File: config.mk
export PLATFORM = sky130hd
export DESIGN_NAME = rr_grant_fsm_flat
export DESIGN_NICKNAME = d
export VERILOG_FILES = /design/src/rtl/rr_grant_fsm_if.sv /design/src/rtl/rr_grant_fsm.sv /design/src/flat_wrapper.sv
export SDC_FILE = /design/constraint.sdc
export NUM_CORES = 1
export LEC_CHECK = 0
export BUFFER_PORTS_ARGS = -buffer_cell sky130_fd_sc_hd__buf_2
export CAP_MARGIN = 20
export CORE_MARGIN = 2
export CORE_UTILIZATION = 40
export CTS_CLUSTER_DIAMETER = 80
export DETAILED_ROUTE_END_ITERATION = 10
export GPL_TIMING_DRIVEN = 1
export PLACE_DENSITY_LB_ADDON = 0.25
export SYNTH_ARGS = -nofsm -noshare
export SYNTH_HDL_FRONTEND = slang
export SYNTH_SLANG_ARGS = --single-unit
File: constraint.sdc
create_clock -name clk -period 2.5 [get_ports clk]
set_input_delay 0.375 -clock clk [delete_from_list [all_inputs] [get_ports clk]]
set_output_delay 0.375 -clock clk [all_outputs]
set_load 0.1 [all_outputs]
File: src/rtl/rr_grant_fsm_if.sv
// Request/grant bundle between requesting engines and the round-robin arbiter.
// Handshake: req is a level request; a requester owns the resource in every cycle its grant bit is high.
interface rr_grant_fsm_if #(
  parameter int N   = 4,
  parameter int IDW = 2
);
  logic [N-1:0]   req;
  logic [N-1:0]   grant;
  logic [IDW-1:0] grant_id;
  logic           busy;
  logic           err;
  logic [IDW-1:0] err_id;

  modport master (
    output req,
    input  grant,
    input  grant_id,
    input  busy,
    input  err,
    input  err_id
  );

  modport slave (
    input  req,
    output grant,
    output grant_id,
    output busy,
    output err,
    output err_id
  );
endinterface

File: src/rtl/rr_grant_fsm.sv
// Round-robin Mealy arbiter for one shared single-owner resource.
// A hold watchdog ejects an owner that overstays and then enforces an error cooldown.
module rr_grant_fsm #(
  parameter int N        = 4,
  parameter int IDW      = 2,
  parameter int MAX_HOLD = 16,
  parameter int COOLDOWN = 4,
  parameter int CW       = 8
) (
  input  logic           clk,
  input  logic           rst,
  rr_grant_fsm_if.slave  bus,
  output logic [1:0]     o_state,
  output logic [IDW-1:0] o_ptr,
  output logic [IDW-1:0] o_owner
);

  typedef enum logic [1:0] {
    S_IDLE = 2'd0,
    S_OWN  = 2'd1,
    S_ERR  = 2'd2
  } state_t;

  localparam bit            WD_EN     = (MAX_HOLD != 0);
  localparam logic [CW-1:0] MAX_HOLD_C = CW'(MAX_HOLD);
  localparam logic [CW-1:0] CD_LAST_C  = CW'(COOLDOWN - 1);
  localparam logic [CW-1:0] HOLD_ONE_C = CW'(1);

  state_t         r_state;
  logic [IDW-1:0] r_ptr;
  logic [IDW-1:0] r_owner;
  logic [CW-1:0]  r_hold_cnt;
  logic [CW-1:0]  r_cd_cnt;
  logic [IDW-1:0] r_err_id;

  state_t         w_state_nxt;
  logic [IDW-1:0] w_ptr_nxt;
  logic [IDW-1:0] w_owner_nxt;
  logic [CW-1:0]  w_hold_nxt;
  logic [CW-1:0]  w_cd_nxt;
  logic [IDW-1:0] w_err_id_nxt;
  logic [N-1:0]   w_grant;
  logic [N-1:0]   w_grant_q;
  logic           w_err;
  logic           w_win_found;
  logic [IDW-1:0] w_win_idx;
  logic [IDW-1:0] w_owner_inc;
  logic [IDW-1:0] w_grant_id;

  // Index base+k wrapped into 0..N-1.
  function automatic logic [IDW-1:0] wrap_add(input logic [IDW-1:0] base, input int k);
    int sum;
    sum = k;
    sum = sum + int'(base);
    return IDW'(sum % N);
  endfunction

  // Winner search starts at the pointer so the most recently served index goes last.
  always_comb begin
    w_win_found = 1'b0;
    w_win_idx   = '0;
    for (int k = 0; k < N; k++) begin
      if (!w_win_found && bus.req[wrap_add(r_ptr, k)]) begin
        w_win_found = 1'b1;
        w_win_idx   = wrap_add(r_ptr, k);
      end
    end
  end

  assign w_owner_inc = (r_owner == IDW'(N - 1)) ? '0 : r_owner + 1'b1;

  always_comb begin
    w_state_nxt  = r_state;
    w_ptr_nxt    = r_ptr;
    w_owner_nxt  = r_owner;
    w_hold_nxt   = r_hold_cnt;
    w_cd_nxt     = r_cd_cnt;
    w_err_id_nxt = r_err_id;
    w_grant      = '0;
    w_err        = 1'b0;
    case (r_state)
      S_IDLE: begin
        if (w_win_found) begin
          w_grant[w_win_idx] = 1'b1;
          w_owner_nxt        = w_win_idx;
          w_hold_nxt         = HOLD_ONE_C;
          w_state_nxt        = S_OWN;
        end
      end
      S_OWN: begin
        if (!bus.req[r_owner]) begin
          // Release cycle is deliberately dead; the next winner is picked from S_IDLE.
          w_ptr_nxt   = w_owner_inc;
          w_state_nxt = S_IDLE;
        end else if (WD_EN && (r_hold_cnt == MAX_HOLD_C)) begin
          w_err_id_nxt = r_owner;
          w_ptr_nxt    = w_owner_inc;
          w_cd_nxt     = '0;
          w_state_nxt  = S_ERR;
        end else begin
          w_grant[r_owner] = 1'b1;
          w_hold_nxt       = (r_hold_cnt == '1) ? r_hold_cnt : r_hold_cnt + 1'b1;
        end
      end
      S_ERR: begin
        w_err    = 1'b1;
        w_cd_nxt = r_cd_cnt + 1'b1;
        if (r_cd_cnt == CD_LAST_C) begin
          w_state_nxt = S_IDLE;
        end
      end
      default: begin
        w_state_nxt = S_IDLE;
      end
    endcase
  end

  always_ff @(posedge clk) begin
    if (rst) begin
      r_state    <= S_IDLE;
      r_ptr      <= '0;
      r_owner    <= '0;
      r_hold_cnt <= '0;
      r_cd_cnt   <= '0;
      r_err_id   <= '0;
    end else begin
      r_state    <= w_state_nxt;
      r_ptr      <= w_ptr_nxt;
      r_owner    <= w_owner_nxt;
      r_hold_cnt <= w_hold_nxt;
      r_cd_cnt   <= w_cd_nxt;
      r_err_id   <= w_err_id_nxt;
    end
  end

  // Reset masks the grant in the same cycle so an aborted tenure never leaks through.
  assign w_grant_q = rst ? '0 : w_grant;

  always_comb begin
    w_grant_id = '0;
    for (int i = 0; i < N; i++) begin
      if (w_grant_q[i]) begin
        w_grant_id = IDW'(i);
      end
    end
  end

  assign bus.grant    = w_grant_q;
  assign bus.grant_id = w_grant_id;
  assign bus.busy     = |w_grant_q;
  assign bus.err      = w_err;
  assign bus.err_id   = r_err_id;

  assign o_state = r_state;
  assign o_ptr   = r_ptr;
  assign o_owner = r_owner;

endmodule

File: src/flat_wrapper.sv
// flat-port wrapper written by rule: the top's interface ports become plain ports
module rr_grant_fsm_flat 
#(
  parameter int N        = 4,
  parameter int IDW      = 2,
  parameter int MAX_HOLD = 16,
  parameter int COOLDOWN = 4,
  parameter int CW       = 8
)
  (clk, rst, o_state, o_ptr, o_owner, bus_req, bus_grant, bus_grant_id, bus_busy, bus_err, bus_err_id);
  rr_grant_fsm_if #(.N(N), .IDW(IDW)) bus_i ();
  input  logic clk;
  input  logic rst;
  output logic [1:0] o_state;
  output logic [IDW-1:0] o_ptr;
  output logic [IDW-1:0] o_owner;
  input wire logic [$bits(bus_i.req)-1:0] bus_req;
  output wire logic [$bits(bus_i.grant)-1:0] bus_grant;
  output wire logic [$bits(bus_i.grant_id)-1:0] bus_grant_id;
  output wire logic [$bits(bus_i.busy)-1:0] bus_busy;
  output wire logic [$bits(bus_i.err)-1:0] bus_err;
  output wire logic [$bits(bus_i.err_id)-1:0] bus_err_id;
  assign bus_i.req = bus_req;
  assign bus_grant = bus_i.grant;
  assign bus_grant_id = bus_i.grant_id;
  assign bus_busy = bus_i.busy;
  assign bus_err = bus_i.err;
  assign bus_err_id = bus_i.err_id;
  rr_grant_fsm #(.N(N), .IDW(IDW), .MAX_HOLD(MAX_HOLD), .COOLDOWN(COOLDOWN), .CW(CW)) u_core (.clk(clk), .rst(rst), .bus(bus_i), .o_state(o_state), .o_ptr(o_ptr), .o_owner(o_owner));
endmodule
==> PnR_summary.wiki, run 1 <==
{| class="wikitable"
! Metric !! Value
|-
| Half-perimeter wire length after detailed placement || between 2000 and 3000 um
|-
| Worst min-delay path startpoint || u_core.r_hold_cnt[3]
|-
| Endpoints failing setup || 0
|-
| Final critical path time including I/O delays and setup || about 2500 ps
|-
| Most common library cells after synthesis || nor2_1, dfxtp_1, inv_1, o21ai_0, nand3_1
|-
| Maximum fanout count along the critical path || 5
|-
| Commonest register cell after synthesis || dfxtp_1
|-
| Mean area per synthesized cell || 8.44 um2
|-
| # diodes || 0
|-
| Fraction of final layout cells sized beyond drive strength 1 || approximately a third
|-
| Fmax achieved || around 410 MHz
|-
| Largest cells by area after synthesis || dfxtp_1, nor2_1, ha_1, mux2i_1, o21ai_0
|-
| Root Buffer Master || clkbuf_8
|-
| Crit share post-route || just under 100%
|-
| I/O pin count || 22
|-
| H-tree lvl count || 1
|-
| Max transition margin || between 60% and 70%
|-
| Remaining design rule violation count || 0
|-
| Via count of the first global-routing pass || between 1000 and 1500
|-
| Cell Pwr Density || 549 mW/mm2
|-
| Share of flip-flops with an asynchronous set or reset || 0%
|-
| Arrival time worst endpoint || 2080 ps
|-
| Congestion Overflow GR || 0
|-
| ANT nets after route || 0
|-
| Maximum buffer depth of the clock tree || 2
|-
| Number of placed instances with taps included || about 240
|-
| Number of flops mapped to enable cells by yosys || 0
|-
| Number of hold violations in the final report || 0
|-
| Final Routed Wirelength || 3560 um
|-
| Die Area || ~0.0043 mm2
|-
| Final-report max-slew violation count || 0
|-
| Die outline width || about 65 um
|-
| Post-layout total power || 1.06 mW
|-
| Antenna violations before repair || 0
|-
| Peak supply drop || 449 uV
|-
| DR vias/cell || around 5.6
|-
| Setup crit start || u_core.r_hold_cnt[0]
|-
| GRT Util Overall || between 10% and 20%
|-
| Synth unique cells || 52
|-
| Wire length of the first global-routing pass || approximately 6000 um
|-
| RR Startpoint || u_core.r_hold_cnt[0]
|-
| Via Count || around 1400
|-
| Number of DRC markers after the initial detailed-route iteration || between 80 and 90
|-
| Placer congestion estimate || around 0.8
|-
| Net count after synthesis || ~190
|-
| Result of the run || finished, final reports clean
|-
| Worst Max-Slew Pin Slew || 518 ps
|-
| Clock insertion delay at the later pin of the skew report || ~270 ps
|-
| Met3 GRT Util || between 3 and 4%
|-
| Wire length per cell || ~14 um
|-
| Leakage component of the power || a little under 0.8 nW
|-
| Setup CP Type || register to output port
|-
| Number of cells produced by synthesis || approximately 180
|-
| Clock buffer count from CTS || 3
|-
| Post-route cell area || ~0.0019 mm2
|-
| TritonCTS sink count || 24
|-
| Starting density of the core || slightly above 40%
|-
| Met2 usage || 31.1%
|-
| Post-synthesis to final-layout area growth || 28.7%
|-
| Number of warning messages in the yosys log || 0
|-
| Most numerous cell in the Yosys netlist || nor2_1
|-
| Cells traversed along the worst timing path || inv_2 > ha_1 > or4b_4 > o211a_4 > and2_1 > o21a_2 > buf_12
|-
| Die outline height || roughly 65 um
|-
| Worst Skew || just over 9 ps
|-
| Clock-pin slew reported for the worst setup and hold paths after clock tree synthesis || about 90 ps
|-
| Max-capacitance violation count || 0
|-
| Rows || 22
|-
| Count of buffers from port buffering || 21
|-
| Fraction of post-synthesis cell area in the top cell type by area || approximately a third
|-
| Aggregate negative setup slack || 0 ps
|-
| Met1 Use GR || 22.8%
|-
| Startpoint types || register
|-
| Required time of the critical path || around 2100 ps
|-
| Cell Count, Final, Fillers Out || about 250
|-
| Clock tree from TritonCTS || yes
|-
| Pre-antenna DRT Iters || 4
|-
| CP max-delay cell || or4b_4
|-
| Proportion of synthesized chip area in sequential cells || around a third
|-
| Netlist Area Pre-Place || ~0.0015 mm2
|-
| Top cell type by total area after synthesis || dfxtp_1
|-
| Largest net degree at the start of global routing || 22
|-
| Most used routing layer in global routing || met2
|-
| Slowest stage delay, CP || approximately 470 ps
|-
| Area after detailed placement || around 0.0018 mm2
|-
| Core box area || about 0.0036 mm2
|-
| Net total in the final layout || 218
|-
| Setup repair after global routing missed its margin || false
|-
| Min-delay worst type || register to register
|-
| Number of register bits inferred by synthesis || 24
|-
| Category of the worst setup path capture point || output port
|}
cells by family after synthesis:
group / synth area share, %
and+or+nand+nor: 29.4
AOI/OAI and AO/OA: 20.9
DFF: 32.0
buffers and inverters: 4.25
muxes: 6.42
adders and majority gates: 5.83
xor gates and xnor gates: 1.17
flip-flops by register name, indices dropped and copies added (netlist names):
register,count
u_core.o_ptr,2
u_core.o_owner,2
u_core.bus.err_id,2
u_core.o_state,2
u_core.r_hold_cnt,8
u_core.r_cd_cnt,8
layer usage:
| layer | routed length, um | vias to the layer above |
|---|---|---|
| li1 | - | 699 |
| met1 | 1660 | 677 |
| met2 | 1760 | 30 |
| met3 | 114 | 4 |
| met4 | 26 | 0 |
| met5 | 0 | - |
layout by cell type (no fill, tap or decap), types with 2 or more instances in the layout:
cell      instances
nand3b_1          2
nand2_1           7
clkbuf_8          4
o21a_1            2
o21ai_1           3
nand2b_1          3
or4_1             2
inv_1             9
inv_2             2
o21ai_4           3
o31ai_1           2
dfxtp_4           3
and3_1            3
nor3_1            2
a31oi_1           3
a21o_1            2
buf_2            15
nor2_1           26
o21ai_0           6
ha_1              7
o21ai_2           2
buf_12            5
a21oi_1           7
dfxtp_1          16
nand3_2           2
buf_4             6
nand3_1           6
and2_1            3
dfxtp_2           5
nand4_1           5
xnor2_1           2
or3_1             2
mux2i_1           7
final timing paths:
check | endpoint | slack (ps) | cells past startpoint
min reg2reg | u_core.r_hold_cnt[3] | 500 | 2
min | u_core.r_hold_cnt[3] | 500 | 2
max reg2reg | u_core.r_cd_cnt[2] | 400 | 8
max | bus_grant[2] | 40 | 7
where the power goes:
group	switching (mW)	leakage, nW	internal [mW]	total [mW]
Clock	0.133	0.0288	0.141	0.274
Combinational	0.251	0.546	0.117	0.368
Sequential	0.0213	0.198	0.397	0.418
Total	0.405	0.773	0.655	1.06
worst max-delay path: cells and delay by family, from the launching register on:
family / cells / cell delay, ps
AO/OA/AOI/OAI: 2 / 500
buffers and inverters: 2 / 210
AND/OR/NAND/NOR: 2 / 630
flip-flops: 1 / 340
adder cells (fa/ha/maj): 1 / 120
repair_timing:
item,in CTS,in global routing
gates cloned,0,0
hold buffers,0,0
setup buffers,2,2
pin swaps,2,2
gates resized for setup,4,5
setup endpoints to repair,5,4
through the flow:
step	setup slack [ps]	hold slack, ps	util, %
after floorplan	29.5	460	-
after global routing	0.155	523	53.2
final	44.6	505	53.2
after detailed placement	74.2	494	50.3
after CTS	17.6	503	52.7
after global placement	151	473	50.3
cell type report:
type                    count  area, um2
clock buffers               4       55.1
inverters                  11       41.3
well taps                  48       60.1
fillers                   340       1700
flip-flops and latches     24        498
multi-input cells         139       1060
repair buffers             26        220
No activity file was read; power rests on OpenSTA's default activity.
==> inputs of run 2 (changes only) <==
Settings changed: ABC_AREA from default to 1, ABC_CLOCK_PERIOD_IN_PS from default to 2500, HOLD_SLACK_MARGIN from default to 0.05.
==> PnR_summary.wiki, run 2 <==
{| class="wikitable"
! Metric !! Value
|-
| Result of the run || finished, violations left
|-
| Violations in the final reports || negative setup slack
|-
| Final-report max-slew violation count || 0
|-
| TritonCTS sink count || 24
|-
| Largest cells by area after synthesis || dfxtp_1, nand2_1, nand3_1, inv_1, a21oi_1
|-
| Reg-to-reg slack, setup || around 580 ps
|-
| Most numerous cell in the Yosys netlist || nand2_1
|-
| Top library cells by usage in the layout, fill and taps aside || nand2_1, inv_1, nand3_1
|-
| Root Buffer Master || clkbuf_8
|-
| Routed metal-1 wire length || ~2100 um
|-
| Maximum fanout count along the critical path || 6
|-
| Area after detailed placement || around 0.0023 mm2
|-
| Fraction of post-synthesis cell area in the top cell type by area || between 20% and 30%
|-
| Cell Pwr Density || around 1400 mW/mm2
|-
| Number of warning messages in the yosys log || 0
|-
| Cell seen most often among critical-path stages || nand2_2
|-
| Clock-pin slew reported for the worst setup and hold paths after clock tree synthesis || about 90 ps
|-
| Crit share post-route || 100%
|-
| Net count after synthesis || a little over 300
|-
| Worst Skew || between 6 and 7 ps
|-
| Rows || 25
|-
| Startpoint types || register
|-
| Netlist Area Pre-Place || roughly 0.0019 mm2
|-
| Post-route cell area || ~0.0026 mm2
|-
| Clock insertion delay at the later pin of the skew report || between 200 and 300 ps
|-
| Die outline height || 73.2 um
|-
| Leakage component of the power || 1.09 nW
|-
| Commonest register cell after synthesis || dfxtp_1
|-
| Antenna violations before repair || 0
|-
| Most common library cells after synthesis || nand2_1, inv_1, nand3_1
|-
| Fraction of final layout cells sized beyond drive strength 1 || 36.3%
|-
| Setup repair after global routing missed its margin || true
|-
| Setup CP Type || register to output port
|-
| Count of buffers from port buffering || 21
|-
| Clock buffer count from CTS || 3
|-
| I/O pin count || 22
|-
| Worst Max-Slew Pin Slew || 786 ps
|-
| ANT nets after route || 0
|-
| Met3 wire length || 88 um
|-
| Uppermost routed layer || met4
|-
| Post-layout total power || between 3 and 4 mW
|-
| Required time of the critical path || 2120 ps
|-
| GRT Util Overall || around 18%
|-
| Fin util || 55.0%
|-
| Final critical path time including I/O delays and setup || about 2500 ps
|-
| Remaining design rule violation count || 0
|-
| CP max-delay cell || dfxtp_4
|-
| Top cell type by total area after synthesis || dfxtp_1
|-
| Placer congestion estimate || 0.870
|-
| Routed met2 length || about 2400 um
|-
| Wire length of the first global-routing pass || roughly 7700 um
|-
| Max-capacitance violation count || 0
|-
| Worst flop-to-flop path endpoint || u_core.r_hold_cnt[1]
|-
| DR vias/cell || between 5 and 6
|-
| Cell depth of the worst min-delay path || 2
|-
| Peak supply drop || just over 800 uV
|-
| Hold WS || ~480 ps
|-
| Largest registers || u_core.r_cd_cnt x8, u_core.r_hold_cnt x8
|-
| # diodes || 0
|-
| Synth unique cells || 35
|-
| Proportion of synthesized chip area in sequential cells || 25.1%
|-
| Largest net degree at the start of global routing || 22
|-
| Slowest stage delay, CP || approximately 380 ps
|-
| Pre-antenna DRT Iters || 4
|-
| R2R cell count || 11
|-
| Starting density of the core || around two fifths
|-
| Final Routed Wirelength || around 4700 um
|-
| Wire length per cell || about 13 um
|-
| Fmax achieved || between 300 and 400 MHz
|-
| Number of flops mapped to enable cells by yosys || 0
|-
| Max transition margin || 47.4%
|-
| Net total in the final layout || around 330
|-
| Via count of the first global-routing pass || 1770
|-
| Min-delay worst type || register to register
|-
| Core box area || between 0.004 and 0.005 mm2
|-
| Maximum buffer depth of the clock tree || 2
|-
| Cells traversed along the worst timing path || buf_6 > nand2_2 > nand2_4 > nand2_2 > nand2_2 > nand4_1 > nand2_2 > nor2_4 > nand3_4 > a21oi_4 > buf_4 > buf_12
|-
| Endpoints failing setup || 2
|-
| Most common library cell in the layout ignoring fill and taps || nand2_1
|-
| Hold endpoint || u_core.r_hold_cnt[7]
|-
| Worst min-delay path startpoint || u_core.r_hold_cnt[7]
|-
| Number of cells produced by synthesis || 290
|-
| RR Startpoint || u_core.r_hold_cnt[0]
|-
| Aggregate negative setup slack || -18.7 ps
|-
| Mean area per synthesized cell || around 6.6 um2
|-
| Half-perimeter wire length after detailed placement || 3340 um
|-
| Clock tree from TritonCTS || yes
|-
| Crit path setup slack, layout || -11.2 ps
|-
| Share of flip-flops with an asynchronous set or reset || 0%
|-
| Number of register bits inferred by synthesis || 24
|-
| Number of hold violations in the final report || 0
|-
| Die outline width || approximately 73 um
|-
| Cell Count, Final, Fillers Out || between 300 and 400
|-
| Post-synthesis to final-layout area growth || 33.8%
|-
| Hold buffer count at cts || 0
|-
| H-tree lvl count || 1
|-
| Arrival time worst endpoint || about 2100 ps
|-
| Placement Setup Slack || between 90 and 100 ps
|-
| Congestion Overflow GR || 0
|-
| Category of the worst setup path capture point || output port
|-
| Number of placed instances with taps included || approximately 360
|-
| Die Area || between 0.005 and 0.006 mm2
|-
| Via Count || a little under 2000
|-
| Number of DRC markers after the initial detailed-route iteration || 47
|}
==> run 2: cell types whose count changed in the layout (fill, tap and decap cells not counted), sizes merged, moves of 4 or more <==
| cell | previous run | this run |
|---|---|---|
| nand3 | 8 | 36 |
| inv | 11 | 35 |
| nand2 | 7 | 93 |
| mux2i | 7 | 0 |
| xor2 | 0 | 5 |
| a21oi | 8 | 21 |
| buf | 26 | 32 |
| nand2b | 4 | 0 |
==> run 2: what timing repair did <==
item,in CTS,in global routing
gates resized for setup,11,28
endpoints found under the setup margin,7,7
pin swaps,7,19
buffers inserted,5,3
==> run 2: per-layer routing <==
| metal | vias to the layer above | track usage, % |
|---|---|---|
| met5 | - | 0 |
| met4 | 0 | 7.20 |
| met3 | 8 | 1.93 |
| met2 | 25 | 31.2 |
| met1 | 890 | 22.2 |
| li1 | 1000 | - |
==> run 2: cell families after synthesis <==
group,after synthesis,share of synthesized area (%)
buf+inv,44,9.61
simple gates,168,45.6
compound gates,42,12.9
fa+ha+maj,7,4.57
flops,24,25.1
xor+xnor,5,2.29
==> run 2: final cells by class <==
class	count	area (um2)
clock inverter	1	30.0
sequential	24	495
timing repair buffer	32	300
fill	429	2100
inverter	38	164
clock buffer	3	41.3
multi-input combinational	222	1460
tap	54	67.6
==> run 2: report_power, final <==
| group | switching (mW) | leakage [nW] | internal, mW | total, mW |
|---|---|---|---|---|
| sequential | 0.0872 | 0.198 | 0.451 | 0.538 |
| combinational | 1.88 | 0.857 | 0.867 | 2.75 |
| clock | 0.128 | 0.0357 | 0.214 | 0.342 |
| total | 2.10 | 1.09 | 1.53 | 3.63 |
==> run 2: how the worst max path moves through the flow <==
stage                 startpoint               to  cells after the start
4_1_cts        u_core.o_owner[1]  bus_grant_id[1]                     10
2_1_floorplan    u_core.o_ptr[0]  bus_grant_id[0]                     14
3_5_place_dp          bus_req[0]  bus_grant_id[0]                     12
6_report         u_core.o_ptr[0]     bus_grant[1]                     12
3_3_place_gp          bus_req[0]  bus_grant_id[0]                     12
5_1_grt          u_core.o_ptr[0]  bus_grant_id[1]                     13
==> run 2: worst max-delay path, delay by kind of cell, from the launching register on <==
family | cells | cell delay [ps]
DFF | 1 | 380
AOI/OAI and AO/OA | 1 | 210
buffers and inverters | 3 | 450
and+or+nand+nor | 8 | 830
